===== config.mk =====
export PLATFORM = sky130hd
export DESIGN_NAME = triangle_bbox_scanner
export DESIGN_NICKNAME = d
export VERILOG_FILES = /design/src/rtl/triangle_bbox_scanner.sv
export SDC_FILE = /design/constraint.sdc
export NUM_CORES = 1
export LEC_CHECK = 0
export BUFFER_PORTS_ARGS = -buffer_cell sky130_fd_sc_hd__buf_2
export CAP_MARGIN = 20
export CELL_PAD_IN_SITES_DETAIL_PLACEMENT = 0
export CELL_PAD_IN_SITES_GLOBAL_PLACEMENT = 1
export CORE_MARGIN = 10
export CORE_UTILIZATION = 44
export DETAILED_ROUTE_END_ITERATION = 10
export PLACE_DENSITY_LB_ADDON = 0.1
export SETUP_SLACK_MARGIN = 0.15
export SLEW_MARGIN = 20
export SYNTH_ARGS = -nofsm -noshare
export SYNTH_HDL_FRONTEND = slang
export SYNTH_SLANG_ARGS = --single-unit

===== constraint.sdc =====
create_clock -name i_clk -period 15.21 [get_ports i_clk]
set_input_delay 2.2815 -clock i_clk [delete_from_list [all_inputs] [get_ports i_clk]]
set_output_delay 2.2815 -clock i_clk [all_outputs]
set_load 0.01 [all_outputs]

===== src/rtl/triangle_bbox_scanner.sv =====
// Walks the screen-clamped bounding box of a triangle one pixel per handshake, row-major.
// Vertices are signed fixed point (FIX_W bits, FIX_FRAC fraction bits); pixel indices are unsigned.
module triangle_bbox_scanner #(
    parameter int SCREEN_W   = 640,
    parameter int SCREEN_H   = 480,
    parameter int COORD_BITS = 10,
    parameter int FIX_W      = 32,
    parameter int FIX_FRAC   = 16
) (
    input  logic                  i_clk,
    input  logic                  i_reset,
    input  logic                  i_start,
    input  logic [FIX_W-1:0]      i_v1x,
    input  logic [FIX_W-1:0]      i_v1y,
    input  logic [FIX_W-1:0]      i_v2x,
    input  logic [FIX_W-1:0]      i_v2y,
    input  logic [FIX_W-1:0]      i_v3x,
    input  logic [FIX_W-1:0]      i_v3y,
    output logic                  o_ready,
    output logic                  o_valid,
    input  logic                  i_ready,
    output logic [FIX_W-1:0]      o_x,
    output logic [FIX_W-1:0]      o_y,
    output logic [COORD_BITS-1:0] o_px,
    output logic [COORD_BITS-1:0] o_py,
    output logic                  o_last,
    output logic                  o_done
);

    localparam logic [1:0] IDLE  = 2'd0;
    localparam logic [1:0] SETUP = 2'd1;
    localparam logic [1:0] SCAN  = 2'd2;
    localparam logic [1:0] DONE  = 2'd3;

    localparam int PAD_BITS = FIX_W - FIX_FRAC - COORD_BITS;

    logic [1:0]            r_state;
    logic [FIX_W-1:0]      r_v1x, r_v1y, r_v2x, r_v2y, r_v3x, r_v3y;
    logic [COORD_BITS-1:0] r_xmin, r_xmax, r_ymax;
    logic [COORD_BITS-1:0] r_x, r_y;

    int   w_x1, w_y1, w_x2, w_y2, w_x3, w_y3;
    int   w_xmin, w_xmax, w_ymin, w_ymax;
    int   w_xmin_c, w_xmax_c, w_ymin_c, w_ymax_c;
    logic w_empty;
    logic w_hs;
    logic w_x_end;
    logic w_y_end;

    function automatic int min3(input int a, input int b, input int c);
        int m;
        m = (a < b) ? a : b;
        return (c < m) ? c : m;
    endfunction

    function automatic int max3(input int a, input int b, input int c);
        int m;
        m = (a > b) ? a : b;
        return (c > m) ? c : m;
    endfunction

    // Arithmetic shift floors negative fractional coordinates toward -infinity.
    always_comb begin
        w_x1 = int'($signed(r_v1x) >>> FIX_FRAC);
        w_y1 = int'($signed(r_v1y) >>> FIX_FRAC);
        w_x2 = int'($signed(r_v2x) >>> FIX_FRAC);
        w_y2 = int'($signed(r_v2y) >>> FIX_FRAC);
        w_x3 = int'($signed(r_v3x) >>> FIX_FRAC);
        w_y3 = int'($signed(r_v3y) >>> FIX_FRAC);
        w_xmin = min3(w_x1, w_x2, w_x3);
        w_xmax = max3(w_x1, w_x2, w_x3);
        w_ymin = min3(w_y1, w_y2, w_y3);
        w_ymax = max3(w_y1, w_y2, w_y3);
        w_empty = (w_xmax < 0) || (w_ymax < 0) || (w_xmin >= SCREEN_W) || (w_ymin >= SCREEN_H);
        w_xmin_c = (w_xmin < 0) ? 0 : w_xmin;
        w_ymin_c = (w_ymin < 0) ? 0 : w_ymin;
        w_xmax_c = (w_xmax > SCREEN_W - 1) ? SCREEN_W - 1 : w_xmax;
        w_ymax_c = (w_ymax > SCREEN_H - 1) ? SCREEN_H - 1 : w_ymax;
    end

    assign w_x_end = (r_x == r_xmax);
    assign w_y_end = (r_y == r_ymax);
    assign w_hs    = (r_state == SCAN) && i_ready;

    always_ff @(posedge i_clk or posedge i_reset) begin
        if (i_reset) begin
            r_state <= IDLE;
            r_v1x   <= '0;
            r_v1y   <= '0;
            r_v2x   <= '0;
            r_v2y   <= '0;
            r_v3x   <= '0;
            r_v3y   <= '0;
            r_xmin  <= '0;
            r_xmax  <= '0;
            r_ymax  <= '0;
            r_x     <= '0;
            r_y     <= '0;
        end else begin
            case (r_state)
                IDLE: begin
                    if (i_start) begin
                        r_v1x   <= i_v1x;
                        r_v1y   <= i_v1y;
                        r_v2x   <= i_v2x;
                        r_v2y   <= i_v2y;
                        r_v3x   <= i_v3x;
                        r_v3y   <= i_v3y;
                        r_state <= SETUP;
                    end
                end
                SETUP: begin
                    if (w_empty) begin
                        r_state <= DONE;
                    end else begin
                        r_xmin  <= COORD_BITS'(w_xmin_c);
                        r_xmax  <= COORD_BITS'(w_xmax_c);
                        r_ymax  <= COORD_BITS'(w_ymax_c);
                        r_x     <= COORD_BITS'(w_xmin_c);
                        r_y     <= COORD_BITS'(w_ymin_c);
                        r_state <= SCAN;
                    end
                end
                SCAN: begin
                    // End-of-row/box tests precede any increment, so counters never wrap.
                    if (w_hs) begin
                        if (w_x_end) begin
                            if (w_y_end) begin
                                r_state <= DONE;
                            end else begin
                                r_x <= r_xmin;
                                r_y <= r_y + 1'b1;
                            end
                        end else begin
                            r_x <= r_x + 1'b1;
                        end
                    end
                end
                default: r_state <= IDLE;
            endcase
        end
    end

    assign o_ready = (r_state == IDLE);
    assign o_valid = (r_state == SCAN);
    assign o_done  = (r_state == DONE);
    assign o_last  = (r_state == SCAN) && w_x_end && w_y_end;
    assign o_px    = r_x;
    assign o_py    = r_y;
    assign o_x     = {{PAD_BITS{1'b0}}, r_x, {FIX_FRAC{1'b0}}};
    assign o_y     = {{PAD_BITS{1'b0}}, r_y, {FIX_FRAC{1'b0}}};

endmodule

# Word level (Yosys, flattened, before mapping)
# Cells that the tools add are included.
dict set report classes {
  addsub 2
  multipliers 0
  n_div 0
  magnitude_cmp 16
  eq_ne 12
  shifts 0
  n_mux 28
  n_bitwise 1
  n_reduce_logical 13
}
# cell n
set op_table {}
lappend op_table {{32-bit 2-to-1 mux} 8}
lappend op_table {{32-bit by 1-bit < comparator with 1-bit output (second input constant)} 4}
lappend op_table {{10-bit 2-to-1 mux} 12}
lappend op_table {{16-bit by 32-bit > comparator with 1-bit output} 2}
lappend op_table {{16-bit by 32-bit < comparator with 1-bit output} 2}
lappend op_table {{10-bit case mux with 2 select lines} 2}
lappend op_table {{32-bit by 10-bit >= comparator with 1-bit output (second input constant)} 1}
lappend op_table {{32-bit by 11-bit >= comparator with 1-bit output (second input constant)} 1}
lappend op_table {{16-bit > comparator} 2}
lappend op_table {{32-bit by 10-bit > comparator with 1-bit output (second input constant)} 1}
lappend op_table {{32-bit by 11-bit > comparator with 1-bit output (second input constant)} 1}
lappend op_table {{16-bit < comparator} 2}
lappend op_table {{10-bit by 1-bit adder with 10-bit output (second input constant)} 2}
lappend op_table {{10-bit == test} 2}
lappend op_table {{2-bit 2-to-1 mux} 4}
lappend op_table {{4-bit AND reduction} 2}
lappend op_table {{2-bit by 1-bit != test with 1-bit output (second input constant)} 3}
lappend op_table {{2-bit != test (second input constant)} 3}
lappend op_table {{2-bit case mux with 3 select lines} 1}
lappend op_table {{5-bit AND reduction} 1}
lappend op_table {{2-bit == test (second input constant)} 2}
lappend op_table {{2-bit AND reduction} 2}
lappend op_table {{1-bit logical AND} 3}
lappend op_table {{1-bit logical OR} 3}
lappend op_table {{other kinds (6)} 6}
dict set report totals {
  ff_bits 244
  latch_bits 0
  mem_bits_rw 0
  mem_bits_ro 0
  input_bits 196
  out_inout_bits 88
  word_cells 84
  n_memories 0
}

# Longest topological paths before layout
# Gate-level depths: netlist (run 1).
dict set report depth {
  ltp_word 10
  ltp_mapped 25
  mapped_depth_nobuf 21
}

# Worst setup path after synthesis (run 1)
# OpenSTA, ideal clock, no wires.
dict set report synth_path {
  path_type {register to register}
  start {reg r_v1y[31]}
  end {reg r_x[1] (netlist: o_px[1])}
  setup_time_ns 0.125
  t_arrival_ns 5.177
  path_slack_ns 9.907
  path_stages_with_launch 25
  n_path_buf 5
  period_less_slack_ns 5.303
  path_cell_list {dfrtp_1 -> ha_1 -> nand4_2 -> nor4_2 -> o21ai_2 -> a21o_1 -> nand2_1 -> clkbuf_1 -> buf_1 -> nor2_1 -> a21oi_1 -> ha_1 -> a2111oi_2 -> nand2_1 -> nor3_1 -> nand3_1 -> a21oi_1 -> or3_1 -> buf_4 -> o311ai_1 -> o21a_1 -> buf_6 -> or3_1 -> buf_4 -> mux2_4}
}
dict set report synth_via {
  elab_chain_cells 10
  word_cells_on_any_way 15
  classes_between {order compare: 6; eq/ne: 1; mux: 4; reduce/logical: 4}
}
# item line_no
set synth_lines {}
lappend synth_lines {{start, declared} 38} ;# logic [FIX_W-1:0] r_v1x, r_v1y, r_v2x, r_v2y, r_v3x, r_v3y;
lappend synth_lines {{start signal, assigned} 104} ;# r_v1y <= i_v1y;
lappend synth_lines {{16-bit > comparator} 58} ;# m = (a > b) ? a : b;
lappend synth_lines {{32-bit 2-to-1 mux} 58}
lappend synth_lines {{16-bit by 32-bit > comparator with 1-bit output} 59} ;# return (c > m) ? c : m;
lappend synth_lines {{32-bit 2-to-1 mux} 59}
lappend synth_lines {{32-bit by 1-bit < comparator with 1-bit output} 74} ;# w_empty = (w_xmax < 0) || (w_ymax < 0) || (w_xmin >= SCREEN_W) || (w_ymin >= SCREEN_H);
lappend synth_lines {{1-bit logical OR (2 in series)} 74}
lappend synth_lines {{1-bit logical OR (*)} 74}
lappend synth_lines {{2-bit != test (no line) (*)} n/a}
lappend synth_lines {{4-bit AND reduction (no line) (*)} n/a}
lappend synth_lines {{end signal, assigned} 119} ;# r_x <= COORD_BITS'(w_xmin_c);
lappend synth_lines {{end signal, assigned} 131} ;# r_x <= r_xmin;
lappend synth_lines {{end signal, assigned} 135} ;# r_x <= r_x + 1'b1;
lappend synth_lines {{end, declared} 40} ;# logic [COORD_BITS-1:0] r_x, r_y;
# Every way passes the cells marked *; elsewhere a longest branch is shown, timed or not.
# A chain may end at the register's enable or synchronous reset.

# Final worst setup path (run 1)
dict set report layout_path {
  start {reg r_v1x[31]}
  end {reg r_x[9] (netlist: o_px[9])}
}
dict set report layout_via {
  elab_chain_cells 10
  word_cells_on_any_way 19
  classes_between {order compare: 7; eq/ne: 1; mux: 7; reduce/logical: 4}
}
# item line_no
set layout_lines {}
lappend layout_lines {{start, declared} 38}
lappend layout_lines {{start signal, assigned} 103} ;# r_v1x <= i_v1x;
lappend layout_lines {{16-bit > comparator} 58}
lappend layout_lines {{32-bit 2-to-1 mux} 58}
lappend layout_lines {{16-bit by 32-bit > comparator with 1-bit output} 59}
lappend layout_lines {{32-bit 2-to-1 mux} 59}
lappend layout_lines {{32-bit by 1-bit < comparator with 1-bit output} 74}
lappend layout_lines {{1-bit logical OR (3 in series)} 74}
lappend layout_lines {{2-bit != test (no line)} n/a}
lappend layout_lines {{4-bit AND reduction (no line)} n/a}
# Several ways; a longest one is shown, not always the timed one. The select of a mux whose other input is x is not followed.

==> impl_metrics.toml, run 1 <==
[run_status]
status = "finished, final reports clean"

[yosys]
synthArstFlopShare = 1.00
avgSynthCellArea_um2 = 9.66
syn_inst = 1108
synth_seq_cells = 148
synth_edf_count = 0
syn_area_um2 = 10700
yosysWarnings = 0
synth_seq_area_share = 0.346
ys_types = 63
synth_ff_type = "dfrtp_1"

[timing]
fin_crit_ps = 6360
rsz0062_at_grt = "no"
worst_pin_slew_ps = 1090
clock-skew-final_ps = 12.7
setup_viol = 0
max_slew_margin = 0.274
finalCritPeriodShare = 0.418
finalHoldViolCount = 0
finalMaxSlewViolations = 0
holdWs_ps = 509
clock.fmax_mhz = 157
finalSetupTns_ps = 0

[cts]
ctsLongestPathBuffers = 2
hold_buffers = 0
clk_pin_slew_ps = 60
postCtsSetupRepairBufs = 0
clkLatencyLatePin_ps = 430
cts_tree = "done"
ctsHtreeMaxLevel = 4
cts-root-buf = "clkbuf_16"
cts_sinks = 148
cts_buffers = 17
cts_resized = 0

[setup_path]
critPathRequiredTime_ps = 15520
crit_chain = "ha_1 -> nand4_1 -> nor4_1 -> o21ai_1 -> and4b_1 -> mux2_2 -> mux2i_1 -> ha_1 -> a21o_1 -> a21oi_1 -> o22ai_1 -> o21ai_0 -> nand2_1 -> a41oi_1 -> buf_4 -> mux2_2 -> o21a_1 -> or3_1 -> mux2_4"
cp_num_buf_inv = 1
path_max_fanout = 23
crit_path_start_kind = "flop"
cp_slowest_stage_delay_ps = 690
rr_startpoint = "r_v1x[31]"
r2r_cells = 19
critPathArrivalTime_ps = 6670
setup.worst_path.end_class = "flop"
crit_type = "reg2reg"
reg2reg_slack_ps = 8850
r2r_end = "o_px[9]"
critPathTopFamily = "simple AND/OR/NAND/NOR gates"
slowest_stage = "or3_1"

[global_route]
grt_pass1_vias = 8520
grt_max_degree = 87
grt_util_all_layers = 0.180
grt_pass1_wl_mm = 45.4
antenna_found_initial = 1
grt_overflow = 0

[finish]
area_growth_pct = 12.8
fin_cells = 1552
fillers = 2394
nNetsFinal = 1516
antennaDiodeCount = 0
layout-drive-gt1-share = 0.270
finish.utilization = 0.501

[min_path]
hp-start = "r_xmin[7]"
hp-class = "reg2reg"
holdPathEnd = "r_xmin[7]"
worstHoldPathCells = 1

[floorplan]
io_pins = 284
fp.dieArea_um2 = 31000
fp.dieW_um = 176
row_count = 57
core_um2 = 24100
die_y_um = 176
initial_utilization = 0.444

[place]
gp_congestion = 0.848
place_hpwl_mm = 21.5
dp_cells = 1520
portBuffers = 143

[routing]
wl_mm = 27.8
dr_total_vias = 8215
drt_iter0_drc = 466
detail-route-antenna-nets = 0
routedWlPerCell_um = 17.9
viasPerCell = 5.29
remaining_drc_errors = 0
firstDrtPassIters = 5

[job]
drv_cap = 0
[kinds of logic (layout without fill, tap and decap cells)]
kind of cell               count (synthesis)  after routing  share of synthesized area
AOI/OAI and AO/OA                        220            220                      0.129
xor gates and xnor gates                  28             28                     0.0229
adders and majority gates                105            105                      0.123
buffers and inverters                    170            247                     0.0848
DFF                                      148            148                      0.346
muxes                                    167            167                      0.174
other                                      1             44                   0.000350
and+or+nand+nor                          269            269                      0.120
[worst max path at each step]
stage | from | end | cells past startpoint
CTS | r_v1y[31] | o_px[2] | 18
detailed placement | r_v1y[31] | o_px[2] | 18
finish | r_v1x[31] | o_px[9] | 19
global placement | r_v1y[31] | o_px[6] | 18
global route | r_v2y[31] | o_px[9] | 20
floorplan | i_reset | o_px[0] | 1
[cell usage after synthesis, types with 3 or more instances]
master     count  area (um^2)
nand2_1       48          180
clkbuf_1      24         90.1
a21boi_0       9         67.6
nor2_1        92          345
a21o_1        16          120
xnor2_1        7         61.3
a21oi_1       73          365
o21a_1         3         22.5
buf_4         67          503
o22ai_1        5         31.3
a22o_1         3         26.3
nor3_1        17         85.1
a211oi_1      12         90.1
nand3_1       40          200
buf_1          8         30.0
inv_1         62          233
mux2_2       116         1310
ha_1         105         1310
or2_2          9         56.3
o211ai_1       8         60.1
and3_1         5         31.3
nand4_1       17          106
a2111oi_0      4         35.0
or3_1          3         18.8
nor4_1        16          100
dfrtp_1      148         3700
buf_2          8         40.0
o21ai_1        3         15.0
o21ai_0       37          185
a31oi_1       23          144
xor2_1        21          184
o31ai_1        3         22.5
mux2_4         9          135
nor2b_1        7         43.8
nand2b_1       5         31.3
mux2i_1       40          400
[registers in the layout, summed over array words and instances, names as in the netlist]
register / flops
r_v3x: 16
r_v2y: 16
r_v1y: 16
o_py: 10
o_px: 10
r_ymax: 10
r_v3y: 16
r_xmin: 10
r_v2x: 16
r_v1x: 16
r_state: 2
r_xmax: 10
[placed cells by master, fill, tap and decap left out, types with 37 or more instances in the layout]
master and instances:
buf_2 143, nand3_1 40, ha_1 105, dfrtp_1 148
conb_1 44, a21oi_1 72, mux2i_1 40, nand2_1 46
inv_1 61, o21ai_0 37, mux2_2 116, nor2_1 92
[routing by layer]
metal  up-vias  part of all wire  track usage
met2       165              0.45        0.283
met3        15             0.051       0.0455
met4         0            0.0067       0.0353
met1      3932              0.49        0.247
met5         -                 0            0
li1       4103                 -            -
[area by class of cell]
| class | count | area, um^2 | share of cell area |
|---|---|---|---|
| multi-input cells | 833 | 6280 | 0.520 |
| flip-flops and latches | 148 | 3700 | 0.307 |
| repair buffers | 153 | 791 | 0.0655 |
| clock buffers | 18 | 429 | 0.0356 |
| well taps | 324 | 405 | 0.0336 |
| inverters | 62 | 238 | 0.0197 |
| clock inverters | 14 | 224 | 0.0186 |
[per-stage QoR]
stage	worst slack, ps	area [um^2]
3_3_place_gp	8610	11400
2_1_floorplan	8950	10900
6_report	8850	12100
3_5_place_dp	8650	11400
4_1_cts	8590	12100
5_1_grt	8390	12100
Power of run 1 is not shown: default switching activity piles up to over one toggle a cycle in this logic, so the estimate is an artifact.
==> run 2: changes to the inputs <==
CORE_UTILIZATION = 41   (was 44)
clock period = 6.4 ns   (was 15.21 ns; I/O delays follow)
==> run 2 against run 1 <==
  * Maximum frequency rose by 12%
  * Routed wire length increased by 2.0%
  * Final cell count rose by 0.97%
  * Critical path depth grew 4
  * Hold slack worse by 1.3 ps
  * Sequential share of layout area barely moved
  * Highest routed layer is now met5
==> impl_metrics.toml, run 2 (synthesized netlist as in run 1, its figures left out) <==
[setup_path]
critPathRequiredTime_ps = 6720
critPathArrivalTime_ps = 6020
crit_type = "reg2reg"
setup.worst_path.end_class = "flop"
path_max_fanout = 18
crit_path_start_kind = "flop"

[finish]
multiInputGateArea_um2 = 6290
layout_commonest_cell = "dfrtp_1"
layout-drive-gt1-share = 0.274
final_cell_mix = "dfrtp_1 (148), buf_2 (143), mux2_2 (116)"
regArea_um2 = 3700
area_growth_pct = 12.8
nNetsFinal = 1521
antennaDiodeCount = 0
fillers = 2554

[global_route]
grt_pass1_wl_mm = 46.8
antenna_found_initial = 1
grt_util_all_layers = 0.174
grt_overflow = 0
grt_pass1_vias = 8798
grt_max_degree = 94

[cts]
clkLatencyLatePin_ps = 430
cts-root-buf = "clkbuf_16"
cts_tree = "done"
ctsLongestPathBuffers = 2
cts_sinks = 148
ctsHtreeMaxLevel = 4
postCtsSetupRepairBufs = 0
cts_buffers = 17
hold_buffers = 0
clk_pin_slew_ps = 70

[floorplan]
io_pins = 284
fp.dieW_um = 182
fp.dieArea_um2 = 33000
core_um2 = 25800
initial_utilization = 0.414
die_y_um = 182
row_count = 59

[timing]
rsz0062_at_grt = "no"
finalMaxSlewViolations = 0
max_slew_margin = 0.438
clock.fmax_mhz = 175
setup_viol = 0
finalCritPeriodShare = 0.890
finalSetupTns_ps = 0
worst_pin_slew_ps = 842
clock-skew-final_ps = 10.1
finalHoldViolCount = 0
fin_crit_ps = 5700

[place]
portBuffers = 143
place_hpwl_mm = 22.0
gp_congestion = 0.829

[job]
drv_cap = 0

[routing]
remaining_drc_errors = 0
detail-route-antenna-nets = 0
firstDrtPassIters = 5
drt_iter0_drc = 335
wl_mm = 28.4
dr_total_vias = 8215
routedWlPerCell_um = 18.1
viasPerCell = 5.24

[run_status]
status = "finished, final reports clean"

[min_path]
hp-class = "reg2reg"
## run 2: cell types whose count changed in the layout (fill, tap and decap cells not counted), sizes merged
cell	delta
buf	+5
bufinv	-2
clkinv	+1
clkinvlp	+3
inv	-3
## run 2: through the flow
step / worst slack, ps / cell area, um^2 / hold slack (ps) / utilization / std cells
5_1_grt: 164 / 12100 / 523 / 0.467 / 1567
3_3_place_gp: 447 / 11500 / 490 / 0.444 / 1536
3_5_place_dp: 449 / 11500 / 494 / 0.444 / 1536
2_1_floorplan: 1100 / 10900 / 479 / - / 1151
6_report: 701 / 12100 / 507 / 0.467 / 1567
4_1_cts: 405 / 12100 / 508 / 0.466 / 1567
## run 2: path summary, 6_finish.rpt
kind,from,end,slack (ps),cells past startpoint
max,r_v2y[31],o_px[3],700,23
min,r_v2x[31],r_v2x[31],510,1
max reg2reg,r_v2y[31],o_px[3],700,23
min reg2reg,r_v2x[31],r_v2x[31],510,1
max in group asynchronous,i_reset,r_v1x[31],4420,3
min in group asynchronous,i_reset,r_v2y[28],690,2
## run 2: final cells by class
cell class / instances / share of cell area
timing repair buffer: 158 / 0.0686
sequential: 148 / 0.307
multi-input combinational: 833 / 0.521
clock inverter: 13 / 0.0132
clock buffer: 18 / 0.0356
tap: 335 / 0.0347
inverter: 62 / 0.0197
## run 2: per-layer routing
layer  part of all wire  track usage  routed length, um  up-vias
met2               0.50        0.302              14300      169
met5            0.00071            0                 20        -
met3              0.049       0.0408               1400       28
met1               0.43        0.210              12300     3903
li1                   -            -                  -     4113
met4              0.013       0.0439                359        2
## run 2: repair_timing
| action | 4_1_cts | 5_1_grt |
|---|---|---|
| resized for setup | 0 | 5 |
| hold endpoints to repair | 0 | 0 |
| endpoints found under the setup margin | 0 | 35 |
## run 2: critical path: stages (launching register included)
cell	delay (ps)
dfrtp_1	390
inv_1	70
ha_1	370
nand4_2	160
nor4_2	430
o21ai_2	160
a21o_1	230
nand2_2	260
buf_4	280
nor2_1	60
a21oi_1	230
ha_1	300
a21oi_1	140
o21ai_0	150
nor3_1	280
nand3_1	120
a21oi_1	240
or3_1	320
o311ai_1	140
buf_4	180
o21a_1	180
or3_1	370
buf_4	210
mux2_4	310
Power of run 2 is left out for the same reason.
==> run 3: changes to the inputs <==
CORE_UTILIZATION = 40   (was 41)
SLEW_MARGIN = unset   (was 20)
==> run 3 against run 2 <==
  * Core utilization shrank 0.52 points
  * First-iteration DRC count up 45%
  * Final cell count rose by 0.19%
  * Critical endpoint is now r_xmax[5]
  * Count of clock-buffer cells in the layout is 1 lower
  * Highest routed layer is now met4
  * Hold slack lost 0.70 ps
  * Final area increased by 0.29%
  * Non-clock buffer count is 2 higher
==> impl_metrics.toml, run 3 (synthesized netlist as in run 1, its figures left out) <==
[floorplan]
io_pins = 284
row_count = 59
fp.dieArea_um2 = 33700
die_y_um = 184
core_um2 = 26200
initial_utilization = 0.408
fp.dieW_um = 184

[cts]
ctsLongestPathBuffers = 2
cts_buffers = 17
ctsHtreeMaxLevel = 4
cts-root-buf = "clkbuf_16"
cts_resized = 0
hold_buffers = 0
cts_sinks = 148
clkLatencyLatePin_ps = 430
clk_pin_slew_ps = 70
cts_tree = "done"
postCtsSetupRepairBufs = 0

[timing]
clock-skew-final_ps = 13.0
fin_crit_ps = 5850
worst_pin_slew_ps = 843
finalHoldViolCount = 0
setup_viol = 0
rsz0062_at_grt = "no"
clock.fmax_mhz = 171
finalMaxSlewViolations = 0
finalCritPeriodShare = 0.914
finalSetupTns_ps = 0
max_slew_margin = 0.438

[finish]
nNetsFinal = 1523
final_cell_mix = "dfrtp_1 (148), buf_2 (143), mux2_2 (116)"
stdcell_area_um2 = 12100
antennaDiodeCount = 0
area_growth_pct = 13.1
multiInputGateArea_um2 = 6280
layout_commonest_cell = "dfrtp_1"
fillers = 2568
regArea_um2 = 3700
layout-drive-gt1-share = 0.274

[setup_path]
slowest_stage = "nor4_1"
cp_num_buf_inv = 2
crit_path_start_kind = "flop"
critPathArrivalTime_ps = 6140
critPathRequiredTime_ps = 6690
cp_slowest_stage_delay_ps = 590
setup.worst_path.end_class = "flop"
critPathTopFamily = "simple AND/OR/NAND/NOR gates"
path_max_fanout = 23
crit_chain = "ha_1 -> nand4_1 -> nor4_1 -> o21ai_1 -> and4b_1 -> mux2_2 -> a21oi_2 -> buf_4 -> mux2i_1 -> ha_1 -> and3_1 -> nand3_1 -> or3_1 -> a31oi_1 -> a2111oi_0 -> o41ai_2 -> buf_4 -> nor2_1 -> a21oi_1 -> a31oi_1"
crit_type = "reg2reg"
r2r_cells = 20
worst-path-stages = 20

[routing]
viasPerCell = 5.24
firstDrtPassIters = 5
detail-route-antenna-nets = 0
dr_total_vias = 8225
wl_mm = 28.8
remaining_drc_errors = 0
drt_iter0_drc = 487
routedWlPerCell_um = 18.3

[place]
place_hpwl_mm = 22.1
portBuffers = 143
placed_area_um2 = 11500
gp_congestion = 0.826

[run_status]
status = "finished, final reports clean"

[min_path]
hp-class = "reg2reg"
worstHoldPathCells = 1

[job]
drv_cap = 0

[global_route]
grt_pass1_wl_mm = 46.5
grt_pass1_vias = 8467
antenna_found_initial = 0
grt_overflow = 0
grt_max_degree = 93
grt_util_all_layers = 0.172
==> run 3: per-layer routing <==
layer / routed length [um] / track usage
met5: 0 / 0
met3: 1470 / 0.0415
met1: 14400 / 0.241
met4: 192 / 0.0341
met2: 12700 / 0.263
==> run 3: worst register-to-register path: stages, from the launching register on <==
cell and delay, ps:
dfrtp_1 460, ha_1 330, nand4_1 160, nor4_1 590
o21ai_1 230, and4b_1 300, mux2_2 520, a21oi_2 190
buf_4 340, mux2i_1 160, ha_1 310, and3_1 180
nand3_1 130, or3_1 390, a31oi_1 280, a2111oi_0 140
o41ai_2 320, buf_4 300, nor2_1 70, a21oi_1 190
a31oi_1 110
==> run 3: layout make-up <==
| type | instances | area share |
|---|---|---|
| tap | 335 | 0.0346 |
| multi-input combinational | 833 | 0.519 |
| sequential | 148 | 0.306 |
| inverter | 62 | 0.0196 |
| timing repair buffer | 160 | 0.0717 |
| clock buffer | 17 | 0.0351 |
| clock inverter | 15 | 0.0140 |
==> run 3: path summary, 6_finish.rpt <==
check	to	start	slack (ps)
worst min register to register	r_v2x[31]	r_v2x[31]	510
worst min-delay path	r_v2x[31]	r_v2x[31]	510
worst max-delay path	r_xmax[5]	r_v1x[30]	550
max in group asynchronous	o_py[9]	i_reset	4380
worst max register to register	r_xmax[5]	r_v1x[30]	550
min in group asynchronous	r_v2x[28]	i_reset	700
==> run 3: stage by stage <==
step / setup slack (ps) / hold WS [ps] / cells / util
floorplan: 1100 / 479 / 1151 / -
global placement: 555 / 491 / 1538 / 0.439
detailed placement: 497 / 494 / 1538 / 0.439
CTS: 481 / 513 / 1570 / 0.462
global route: 216 / 526 / 1570 / 0.462
finish: 549 / 507 / 1570 / 0.462
Power of run 3 is left out for the same reason.
